## src/rtl/led_sched.sv

```systemverilog
// LED bank sequencer: prescaled rotate/blink/bounce patterns, with a host
// override that freezes the engine for HOLD_TICKS ticks and then restores it.
module led_sched #(
   parameter int WIDTH      = 16,
   parameter int PRESCALE   = 1000,
   parameter int HOLD_TICKS = 4
) (
   input  logic             clk,
   input  logic             rst,
   input  logic [1:0]       mode_i,
   input  logic             start_i,
   input  logic             stop_i,
   input  logic             req_valid,
   input  logic [WIDTH-1:0] req_pattern,
   output logic             req_ready,
   output logic             tick_o,
   output logic             busy,
   output logic [WIDTH-1:0] led
);

   localparam int CW = (PRESCALE > 1) ? $clog2(PRESCALE) : 1;
   localparam int HW = $clog2(HOLD_TICKS + 1);
   localparam logic [CW-1:0] CNT_MAX  = CW'(PRESCALE - 1);
   localparam logic [HW-1:0] HOLD_MAX = HW'(HOLD_TICKS - 1);

   localparam logic [1:0] MODE_NONE   = 2'b00;
   localparam logic [1:0] MODE_ROTATE = 2'b01;
   localparam logic [1:0] MODE_BLINK  = 2'b10;
   localparam logic [1:0] MODE_BOUNCE = 2'b11;

   typedef enum logic [1:0] {IDLE, RUN, OVR} state_t;

   state_t           state_q, state_d;
   logic [WIDTH-1:0] led_q, led_d;
   logic [WIDTH-1:0] shadow_q, shadow_d;
   logic [CW-1:0]    cnt_q, cnt_d;
   logic [HW-1:0]    hold_q, hold_d;
   logic [1:0]       mode_q, mode_d;
   logic             dirLeft_q, dirLeft_d;
   logic             retRun_q, retRun_d;
   logic             tick;
   logic             accept;

   assign tick      = (state_q != IDLE) && (cnt_q == CNT_MAX);
   assign accept    = req_valid && (state_q != OVR) && !stop_i;
   assign tick_o    = tick;
   assign busy      = (state_q != IDLE);
   assign req_ready = (state_q != OVR);
   assign led       = led_q;

   always_ff @(posedge clk or negedge rst) begin
      if (!rst) begin
         state_q   <= IDLE;
         led_q     <= '0;
         shadow_q  <= '0;
         cnt_q     <= '0;
         hold_q    <= '0;
         mode_q    <= MODE_NONE;
         dirLeft_q <= 1'b1;
         retRun_q  <= 1'b0;
      end else begin
         state_q   <= state_d;
         led_q     <= led_d;
         shadow_q  <= shadow_d;
         cnt_q     <= cnt_d;
         hold_q    <= hold_d;
         mode_q    <= mode_d;
         dirLeft_q <= dirLeft_d;
         retRun_q  <= retRun_d;
      end
   end

   // Priority on every edge: stop, then an accepted override, then start/tick.
   always_comb begin
      state_d   = state_q;
      led_d     = led_q;
      shadow_d  = shadow_q;
      hold_d    = hold_q;
      mode_d    = mode_q;
      dirLeft_d = dirLeft_q;
      retRun_d  = retRun_q;
      cnt_d     = (state_q == IDLE || tick) ? '0 : cnt_q + CW'(1);

      if (stop_i) begin
         state_d = IDLE;
         led_d   = '0;
         cnt_d   = '0;
      end else if (accept) begin
         shadow_d = (state_q == RUN) ? led_q : '0;
         retRun_d = (state_q == RUN);
         led_d    = req_pattern;
         hold_d   = '0;
         cnt_d    = '0;
         state_d  = OVR;
      end else begin
         case (state_q)
            IDLE: begin
               if (start_i && mode_i != MODE_NONE) begin
                  mode_d    = mode_i;
                  led_d     = (mode_i == MODE_BLINK) ? '1 : WIDTH'(1);
                  dirLeft_d = 1'b1;
                  cnt_d     = '0;
                  state_d   = RUN;
               end
            end
            RUN: begin
               if (tick) begin
                  case (mode_q)
                     MODE_ROTATE: led_d = {led_q[WIDTH-2:0], led_q[WIDTH-1]};
                     MODE_BLINK:  led_d = ~led_q;
                     MODE_BOUNCE: begin
                        // Direction flips on the edge that lands on an end bit.
                        if (dirLeft_q) begin
                           led_d = led_q << 1;
                           if (led_q[WIDTH-2]) dirLeft_d = 1'b0;
                        end else begin
                           led_d = led_q >> 1;
                           if (led_q[1]) dirLeft_d = 1'b1;
                        end
                     end
                     default: led_d = led_q;
                  endcase
               end
            end
            OVR: begin
               if (tick) begin
                  if (hold_q == HOLD_MAX) begin
                     led_d   = shadow_q;
                     state_d = retRun_q ? RUN : IDLE;
                     cnt_d   = '0;
                  end else begin
                     hold_d = hold_q + HW'(1);
                  end
               end
            end
            default: state_d = IDLE;
         endcase
      end
   end

endmodule

```

## config.mk

```make
export PLATFORM = sky130hd
export DESIGN_NAME = led_sched
export DESIGN_NICKNAME = d
export VERILOG_FILES = /design/src/rtl/led_sched.sv
export SDC_FILE = /design/constraint.sdc
export NUM_CORES = 1
export LEC_CHECK = 0
export ABC_AREA = 1
export CAP_MARGIN = 10
export CORE_MARGIN = 2
export CORE_UTILIZATION = 60
export CTS_CLUSTER_SIZE = 14
export DETAILED_ROUTE_END_ITERATION = 7
export PLACE_DENSITY = 0.87
export SYNTH_ARGS = -nofsm -noshare
export SYNTH_HDL_FRONTEND = slang
export SYNTH_SLANG_ARGS = --single-unit
export TNS_END_PERCENT = 100
```

## constraint.sdc

```tcl
create_clock -name clk -period 3.13 [get_ports clk]
set_clock_uncertainty 0.1 [all_clocks]
set_input_delay 0.626 -clock clk [delete_from_list [all_inputs] [get_ports clk]]
set_output_delay 0.626 -clock clk [all_outputs]
set_load 0.005 [all_outputs]
```

==> impl_metrics.json <==
{
  "synth_compound_area_share_pct": 16.2,
  "clk_pin_slew_ps": 90,
  "die_x_um": 77.8,
  "r2r_slack_ps": 680,
  "synth.top_cell.area_share_pct": 38.3,
  "slew_headroom_pct": 55.7,
  "dr.pass1.iters": 5,
  "cp_slowest_cell": "clkdlybuf4s50_1",
  "yosys_warnings": 0,
  "ioPinCount": 42,
  "synth_area_leaders": "dfrtp_1 (38%), nand2_1 (21%), inv_1 (5.4%)",
  "synth_top_cell_by_area": "dfrtp_1",
  "h-tree-depth": 2,
  "arrival_ps": 1970,
  "hold_buffers": 0,
  "drv_slew": 0,
  "ir_worst_vdd_v": 0.000501,
  "dp_slack_ps": 534,
  "grt_pass1_wl_um": 14500,
  "grtUsageTotal_pct": 30.0,
  "reg2reg_from": "state_q[1]",
  "drtAntennaViolNets": 0,
  "numCtsBuffers": 5,
  "ys_ff_latch": 51,
  "drt_iter0_drc": 298,
  "die-height_um": 77.8,
  "drive_gt1_share_pct": 6.72,
  "cts_root_buffer": "clkbuf_8",
  "post-cts-setup-buffers": 0,
  "die-area_um2": 6060,
  "grt_max_degree": 52,
  "dp_hpwl_um": 6020,
  "synth_xor_area_share_pct": 0,
  "placed_cell_area_um2": 3710,
  "setup_slack_ps": 433,
  "syn_area_um2": 3270,
  "min_path_type": "in -> async",
  "synth_cells": 487,
  "synthMuxAreaShare_pct": 0.344,
  "period_share_pct": 86.2,
  "viasPerCell": 5.60,
  "areaGrowthSynthToFinish_pct": 16.6,
  "period_minus_slack_ps": 2700,
  "core_area_um2": 5170,
  "wire_per_inst_um": 14.6,
  "drc": 0,
  "critical_path_class": "reg -> out",
  "hold_violations": 0,
  "io_buffers": 41,
  "max_slew.worst_pin.slew_ps": 665,
  "worstSkewPairLatency_ps": 310,
  "crit_fanout": 4,
  "worstPathCellList": "ha_1, nand2_1, nor3_1, nand2_1, nor2_1, clkdlybuf4s50_1",
  "critPathCaptureType": "output pin",
  "path_buf_inv": 1,
  "dp.cells": 583,
  "critical_path.top_delay_family": "simple AND/OR/NAND/NOR gates",
  "place_congestion": 0.887,
  "powerDensity_nw_per_um2": 822,
  "slowest_delay_ps": 520,
  "outcome": "finished clean",
  "crit_path_frequent_cell": "nand2_1",
  "crit_required_ps": 2400,
  "avgSynthCellArea_um2": 6.71,
  "r2r_cells": 9,
  "setup_violations": 0,
  "p_leak_nw": 1.88,
  "crit_path_start_kind": "flop",
  "finalNonFillerCells": 591,
  "start_util_pct": 63.2,
  "fmax_ghz": 0.371,
  "maxCapViolCount": 0,
  "insertedDiodeCount": 0,
  "grt_antenna_before_repair": 0,
  "rsz0062_at_grt": "false",
  "synth_top_family_by_area": "simple AND/OR/NAND/NOR gates",
  "rows": 26,
  "grt-ovfl-total": 0,
  "cts_sinks": 51,
  "reg2reg_to": "led[12]",
  "routed_wl_um": 8610,
  "synthAdderAreaFrac_pct": 3.06,
  "synth-simple-area-share_pct": 32.0,
  "final_nets": 551,
  "finalSetupTns_ps": 0,
  "synth_fp_nets": 518,
  "cts-resized-gates": 0,
  "clock_path_buffers": 2,
  "vias": 3307,
  "cts_tree": "built",
  "stdcell_area_um2": 3810,
  "synth_cell_types": 30,
  "synth_seq_area_share_pct": 39.1,
  "grt_pass1_vias": 3080
}
layout by cell type (no fill, tap or decap), types with 2 or more instances in the layout:
| cell | instances |
|---|---|
| nand2_1 | 179 |
| dfrtp_1 | 50 |
| inv_1 | 47 |
| nor2_1 | 43 |
| clkdlybuf4s50_1 | 40 |
| a21oi_1 | 35 |
| o21ai_0 | 34 |
| nand3_1 | 19 |
| o211ai_1 | 9 |
| o22ai_1 | 9 |
| ha_1 | 8 |
| clkbuf_8 | 7 |
| buf_4 | 7 |
| o21ai_1 | 6 |
| nor2_2 | 5 |
| nor3_1 | 3 |
| nand2_4 | 3 |
| inv_2 | 3 |
| a21oi_2 | 2 |
worst register-to-register path, cell delays in order (launching register included):
cell and delay [ps]:
dfrtp_1 390, inv_1 80, ha_1 300, inv_1 480, nor2_1 160, a21oi_2 240, nand2_4 220, nor2_2 270
nand2_1 90, nand2_1 70
logic make-up (layout without fill, tap and decap cells):
group	Yosys count	in the layout
fa+ha+maj	8	8
simple gates	256	256
buf+inv	74	108
compound gates	97	97
mux	1	1
flops	51	51
cells in the mapped netlist (all sizes together):
cell type,n
clkbuf,11
dfstp,1
inv,51
ha,8
clkinv,1
nor2,49
nand3,19
o21ai,40
o22ai,9
buf,11
a21oi,37
mux2,1
or2,1
nand2,182
nand4,2
dfrtp,50
o21a,1
nor3,3
o211ai,9
a31oi,1
stage by stage:
step / hold slack [ps] / total power, mW / util, %
2_1_floorplan: 230 / 2.11 / -
3_3_place_gp: 356 / 2.64 / 71.7
3_5_place_dp: 364 / 2.67 / 71.7
4_1_cts: 349 / 3.10 / 73.7
5_1_grt: 391 / 3.38 / 73.7
6_report: 325 / 3.13 / 73.7
layout make-up:
cell class / instances / area (um^2)
Clock buffer: 7 / 96.3
Clock inverter: 1 / 7.51
Fill cell: 423 / 1360
Inverter: 52 / 198
Multi-Input combinational cell: 362 / 1690
Sequential cell: 51 / 1280
Tap cell: 70 / 87.6
Timing Repair Buffer: 48 / 458
routing by layer:
metal  GRT usage (%)  wire length, um  part of all wire (%)
met4            11.4              229                   2.7
met5               0                0                     0
met3            4.65              749                   8.7
met1            40.5             3640                    42
met2            48.5             3990                    46
worst max-delay path by stage:
stage | startpoint | end | depth (start not counted)
6_report | cnt_q[0] | tick_o | 6
3_5_place_dp | stop_i | led[10] | 11
5_1_grt | cnt_q[0] | tick_o | 6
3_3_place_gp | stop_i | led[12] | 11
2_1_floorplan | state_q[0] | led[1] | 14
4_1_cts | cnt_q[0] | tick_o | 6
power breakdown:
part	total, mW	switching [mW]	internal [mW]
Clock	0.426	0.225	0.202
Sequential	0.992	0.179	0.813
Combinational	1.72	1.09	0.629
Total	3.13	1.49	1.64
sequential cells by signal (all words and copies together), names as in the netlist:
register / count
dirLeft_q: 1
led: 16
mode_q: 2
cnt_q: 10
shadow_q: 16
retRun_q: 1
state_q: 2
hold_q: 3
(Power assumes the default switching activity.)
